[src/rtl/aes_round_sequencer.sv]
// aes_round_sequencer
// Steps one 128-bit AES block through NR passes of an external, shared round
// datapath. The sequencer does the initial AddRoundKey itself, launches each
// round with a one-cycle rnd_start pulse, waits ROUND_LAT cycles and captures
// the round result. The finished ciphertext is held until out_ready accepts it.
// Round keys come from an external store addressed by rk_idx, which answers
// in the same cycle.
// Optional feature: define AES_SEQ_ABORT_EN to add an 'abort' input that
// returns the sequencer to IDLE from any busy state.
module aes_round_sequencer #(
    parameter int NR        = 10,
    parameter int ROUND_LAT = 3
) (
    input  logic         clk,
    input  logic         rst,
`ifdef AES_SEQ_ABORT_EN
    input  logic         abort,
`endif
    input  logic         in_valid,
    output logic         in_ready,
    input  logic [127:0] in_data,
    output logic         out_valid,
    input  logic         out_ready,
    output logic [127:0] out_data,
    output logic [3:0]   rk_idx,
    input  logic [127:0] rk_data,
    output logic         rnd_start,
    output logic [127:0] rnd_data_o,
    output logic [127:0] rnd_key_o,
    output logic         rnd_last,
    input  logic [127:0] rnd_data_i,
    output logic         busy
);

    localparam logic [1:0] ST_IDLE  = 2'd0;
    localparam logic [1:0] ST_ISSUE = 2'd1;
    localparam logic [1:0] ST_WAIT  = 2'd2;
    localparam logic [1:0] ST_DONE  = 2'd3;

    localparam logic [3:0] LAST_ROUND = 4'(NR);
    localparam logic [3:0] LAT_LOAD   = 4'(ROUND_LAT);

    logic [1:0]   fsm_q,   fsm_d;
    logic [3:0]   round_q, round_d;
    logic [3:0]   cnt_q,   cnt_d;
    logic [127:0] state_q, state_d;
    logic [127:0] key_q,   key_d;

    // Next-state logic: accept, launch, wait for the datapath, hand off
    always_comb begin
        fsm_d   = fsm_q;
        round_d = round_q;
        cnt_d   = cnt_q;
        state_d = state_q;
        key_d   = key_q;
        case (fsm_q)
            ST_IDLE: begin
                // rk_idx is 0 here, so rk_data is the whitening key
                if (in_valid) begin
                    state_d = in_data ^ rk_data;
                    round_d = 4'd1;
                    fsm_d   = ST_ISSUE;
                end
            end
            ST_ISSUE: begin
                // Keep the key locally so rnd_key_o stays put during WAIT
                // even if the key store output wanders
                cnt_d = LAT_LOAD;
                key_d = rk_data;
                fsm_d = ST_WAIT;
            end
            ST_WAIT: begin
                cnt_d = cnt_q - 4'd1;
                if (cnt_q == 4'd1) begin
                    state_d = rnd_data_i;
                    if (round_q == LAST_ROUND) begin
                        fsm_d = ST_DONE;
                    end else begin
                        round_d = round_q + 4'd1;
                        fsm_d   = ST_ISSUE;
                    end
                end
            end
            default: begin
                if (out_ready) begin
                    fsm_d   = ST_IDLE;
                    round_d = 4'd0;
                end
            end
        endcase
`ifdef AES_SEQ_ABORT_EN
        // Abort wins over everything, including a DONE handshake
        if (abort && (fsm_q != ST_IDLE)) begin
            fsm_d   = ST_IDLE;
            round_d = 4'd0;
            cnt_d   = 4'd0;
        end
`endif
    end

    // State registers; reset drops any block in flight
    always_ff @(posedge clk or posedge rst) begin
        if (rst) begin
            fsm_q   <= ST_IDLE;
            round_q <= 4'd0;
            cnt_q   <= 4'd0;
            state_q <= 128'd0;
            key_q   <= 128'd0;
        end else begin
            fsm_q   <= fsm_d;
            round_q <= round_d;
            cnt_q   <= cnt_d;
            state_q <= state_d;
            key_q   <= key_d;
        end
    end

    // Output decode; everything outside the active phase is forced to zero
    always_comb begin
        in_ready   = 1'b0;
        out_valid  = 1'b0;
        out_data   = 128'd0;
        rk_idx     = 4'd0;
        rnd_start  = 1'b0;
        rnd_data_o = 128'd0;
        rnd_key_o  = 128'd0;
        rnd_last   = 1'b0;
        busy       = (fsm_q != ST_IDLE);
        case (fsm_q)
            ST_IDLE: begin
                // in_ready must also read 0 while reset is still asserted
                in_ready = ~rst;
            end
            ST_ISSUE: begin
                rnd_start  = 1'b1;
                rk_idx     = round_q;
                rnd_data_o = state_q;
                rnd_key_o  = rk_data;
                rnd_last   = (round_q == LAST_ROUND);
            end
            ST_WAIT: begin
                rk_idx     = round_q;
                rnd_data_o = state_q;
                rnd_key_o  = key_q;
                rnd_last   = (round_q == LAST_ROUND);
            end
            default: begin
                out_valid = 1'b1;
                out_data  = state_q;
            end
        endcase
    end

endmodule

[config.mk]
export PLATFORM = sky130hd
export DESIGN_NAME = aes_round_sequencer
export DESIGN_NICKNAME = d
export VERILOG_FILES = /design/src/rtl/aes_round_sequencer.sv
export SDC_FILE = /design/constraint.sdc
export NUM_CORES = 1
export LEC_CHECK = 0
export BUFFER_PORTS_ARGS = -buffer_cell sky130_fd_sc_hd__buf_2
export CORE_AREA = 3 3 304 306
export DETAILED_ROUTE_END_ITERATION = 16
export DIE_AREA = 0 0 307 309
export GPL_ROUTABILITY_DRIVEN = 1
export PLACE_DENSITY = 0.42
export SETUP_SLACK_MARGIN = 0.1
export SLEW_MARGIN = 25
export SYNTH_ARGS = -nofsm -noshare
export SYNTH_HDL_FRONTEND = slang
export SYNTH_SLANG_ARGS = --single-unit
[constraint.sdc]
create_clock -name clk -period 22.8 [get_ports clk]
set_input_delay 5.7 -clock clk [delete_from_list [all_inputs] [get_ports clk]]
set_output_delay 5.7 -clock clk [all_outputs]
set_load 0.005 [all_outputs]
After elaboration in Yosys (flattened, before gate mapping)
Cells that the tools add are included.
- logic and storage cells: 50
- bits in registers: 266
- output and inout bits: 393
- input port bits: 388
- reduce and logical (&&, ||, !) cells: 11
- add/sub/neg operators: 2
- multiplexer cells: 22
- bitwise gates (word level): 3
- eq/ne operators: 7
- operators by type and width (operator ; count):
    $mux W128 ; 4
    $pmux W128 S2 ; 2
    $xor A128 B128 Y128 ; 1
    $mux W4 ; 5
    $pmux W4 S3 ; 1
    $mux W2 ; 4
    $pmux W4 S2 ; 1
    $ne A2 B2 Y1 const B ; 3
    $pmux W2 S3 ; 1
    $reduce_and A3 Y1 ; 2
    $reduce_bool A2 Y1 ; 3
    $reduce_and A5 Y1 ; 1
    $add A4 B1 Y4 const B ; 1
    $eq A4 B1 Y1 const B ; 1
    $eq A4 B4 Y1 const B ; 1
    $mux W1 ; 4
    $reduce_bool A4 Y1 ; 1
    $sub A4 B1 Y4 const B ; 1
    $reduce_bool A3 Y1 ; 1
    $reduce_or A3 Y1 ; 1
    $eq A2 B1 Y1 const B ; 1
    $eq A2 B2 Y1 const B ; 1
    $logic_not A2 Y1 ; 1
    $not A1 Y1 ; 2
    $reduce_or A2 Y1 ; 1

Logic depth before layout (Yosys ltp)
- depth in word-level cells: 4
- mapped depth: 9
- mapped depth without buffers: 6

Worst setup path before layout
No wires, ideal clock.
- path type: input to output
- start point: input port rk_data[80]
- end point: output port rnd_key_o[80]
- stages on the path: 2
- arrival: 5941 ps
- required time: 17100 ps
- buffers on the path: 0
- slack: 11159 ps
- path through: nand2_1 > a21boi_0
- cells in the longest elaborated chain, start to end: 1
- ends and longest elaborated chain (what ; RTL line ; RTL):
    start: declaration ; 26 ; input logic [127:0] rk_data,
    $pmux W128 S2 ; 129 ; case (fsm_q)
    end: declaration ; 29 ; output logic [127:0] rnd_key_o,
Every way passes these cells.

Final worst setup path
- start point: input port rk_data[115]
- end point: output port rnd_key_o[115]
The elaborated chain is that of the path after synthesis.

==> summary.md <==
| Metric | Value |
|---|---|
| Post-synth EDFFs | 0 |
| Remaining DRCs | 0 |
| Number of buffers created by CTS | 37 |
| Final setup vio count | 0 |
| Fin nets | 2943 |
| R2r endpoint | state_q[68]$_DFFE_PP0P_ |
| DR WL/cell | 19.0 µm |
| Final hold vios | 0 |
| Total Die Area | 0.0949 mm² |
| CTS tree | yes |
| Htree depth | 2 |
| Fraction of layout cells with a size suffix above 1 | 33.6% |
| Post-synth top area cell | dfrtp_1 |
| Initial Util | 17.5% |
| Cts hold-fix bufs | 0 |
| Hold Path Origin | key_q[20]$_DFFE_PP0N_ |
| Fin area | 0.0219 mm² |
| Antenna violations before repair | 9 |
| Hold path depth | 2 |
| Setup WS pre-CTS | 10280 ps |
| Max clock buf depth | 3 |
| DR WL met3 | 4670 µm |
| Max_cap viols | 0 |
| Root Buffer | clkbuf_16 |
| Vias in the first global route | 16000 |
| Worst path required time | 17100 ps |
| Syn Nets | 2256 |
| Syn Inst Count | 1859 |
| Ys async rst share | 100% |
| Worst hold margin | 516 ps |
| Power Density | 146 mW/mm² |
| Met2 wire length | 36000 µm |
| Finished Core Util | 24.3% |
| Slew @ Worst Pin | 1010 ps |
| Unrepaired setup endpoints after global routing | false |
| Overall Power | 3.19 mW |
| Post-CTS setup buffer count | 0 |
| Drt first pass iters | 4 |
| Avg Cell Area, Syn | 8.48 µm² |
| Core box area | 0.0899 mm² |
| Worst-path clk slew | 50 ps |
| Final clock skew | 23.4 ps |
| Crit-path max FO | 2 |
| Placed insts | 3682 |
| Outcome | finished clean |
| DRT Wirelength | 71100 µm |
| Routability cong. | 0.790 |
| Detailed Route Iter0 Violations | 746 |
| GR Util All Layers | 14.1% |
| Reg2Reg Launch Point | fsm_q[0]$_DFFE_PP0P_ |
| IO Pins | 781 |
| Syn. warnings | 0 |
| Worst setup margin | 10370 ps |
| Wl on met1 | 28600 µm |
| Fill count | 10000 |
| Worst reg2reg path depth | 8 |
| Resize count post-CTS | 0 |
| Vias/cell | 4.21 |
| Worst hold endpoint | key_q[20]$_DFFE_PP0N_ |
| Core Rows | 110 |
| Most frequent cells in the layout | buf_2, nand2_1, dfrtp_1 |
| ANT nets after route | 0 |
| Achievable frequency | 80.5 MHz |
| Non-Filler Instances | 3751 |
| Yosys cell types | 38 |
| Detailed Place HPWL | 51900 µm |
| Min Tclk post-route | 12430 ps |
| Crit path capture type | output port |
| Peak VDD IR | 0.0533 mV |
| Number of port buffers | 780 |
| Total clock sinks | 266 |
| Final TNS setup | 0 ps |
| CP startpoint kind | primary input |
| Crit Path Category | in -> out |
| Via count | 15800 |
| Slew Viols, Final | 0 |
| Hold Crit Class | reg -> reg |
| Insertion delay of the later-clocked pin in the worst-skew pair | 540 ps |
| First-pass GRT wire length | 103000 µm |
| Reg2Reg Setup Slack | 18860 ps |
| Sequential share of the synthesized area | 42.2% |
| Top Layer Used | met5 |
| Grt ovf | 0 |
| Flops & latches, synth | 266 |
| Primary FF master, synth | dfrtp_1 |
| CP arrival | 6730 ps |
| Die width | 307 µm |
| Ranking of synthesized cells by area | dfrtp_1, and2_1, nand2_1 |
| Post-synth top area share | 42.2% |
| Most common cell after layout, fill and taps aside | buf_2 |
| Area growth, synth to finish | 38.6% |
| Pin count of the biggest net entering global routing | 92 |
| Final period util | 54.5% |
| Post-DP Area | 0.0207 mm² |
| Leak | 10.6 nW |
| Mapped Area | 0.0158 mm² |
| Die H | 309 µm |
| Rel. slew slack | 33.0% |
## cells in the mapped netlist, types with 63 or more instances
| library cell | instances |
|---|---|
| o21ai_0 | 132 |
| nand2_1 | 306 |
| xor2_1 | 81 |
| and2_1 | 261 |
| o22ai_1 | 177 |
| buf_2 | 63 |
| clkbuf_1 | 83 |
| a21boi_0 | 128 |
| dfrtp_1 | 266 |
| a2bb2oi_1 | 81 |
| inv_1 | 136 |
## critical path: stages
cell,delay [ps]
buf_2,100
nand2_1,60
a21boi_0,620
buf_2,240
## cells by family after synthesis
kind of cell               share of synthesized area, %
AOI/OAI and AO/OA                                  23.9
xor gates and xnor gates                           7.11
adders and majority gates                         0.714
and+or+nand+nor                                    18.4
muxes                                             0.143
DFF                                                42.2
buffers and inverters                              7.50
## sequential cells by signal, summed over array words and instances, names as in the netlist
| signal | flops |
|---|---|
| state_q | 128 |
| fsm_q | 2 |
| cnt_q | 4 |
| key_q | 128 |
| round_q | 4 |
## how the worst max path moves through the flow
| stage | from | end | cells after the start |
|---|---|---|---|
| floorplan | rst | cnt_q[0]$_DFFE_PP0N_ | 1 |
| global placement | rk_data[115] | rnd_key_o[115] | 4 |
| global route | rk_data[115] | rnd_key_o[115] | 4 |
| finish | rk_data[115] | rnd_key_o[115] | 4 |
| CTS | rk_data[115] | rnd_key_o[115] | 4 |
| detailed placement | rk_data[115] | rnd_key_o[115] | 4 |
## area by class of cell
class	count	area (µm²)	area share [%]
well taps	1176	1470	6.73
diodes	6	15.0	0.0687
repair buffers	801	4080	18.7
clock inverters	6	40.0	0.183
inverters	137	527	2.41
clock buffers	56	1050	4.79
flip-flops and latches	266	6660	30.5
multi-input cells	1303	8020	36.7
## metal layers
metal | GRT usage, % | vias up
met5 | 0 | -
met4 | 4.15 | 2
met3 | 3.48 | 88
met2 | 25.7 | 515
met1 | 16.4 | 7562
li1 | - | 7625
## power by group
part / switching (mW) / internal (mW)
logic: 1.00 / 0.759
clock network: 0.224 / 0.315
registers: 0.177 / 0.712
total: 1.40 / 1.79
Note: power is estimated with default switching activity, not from simulation.
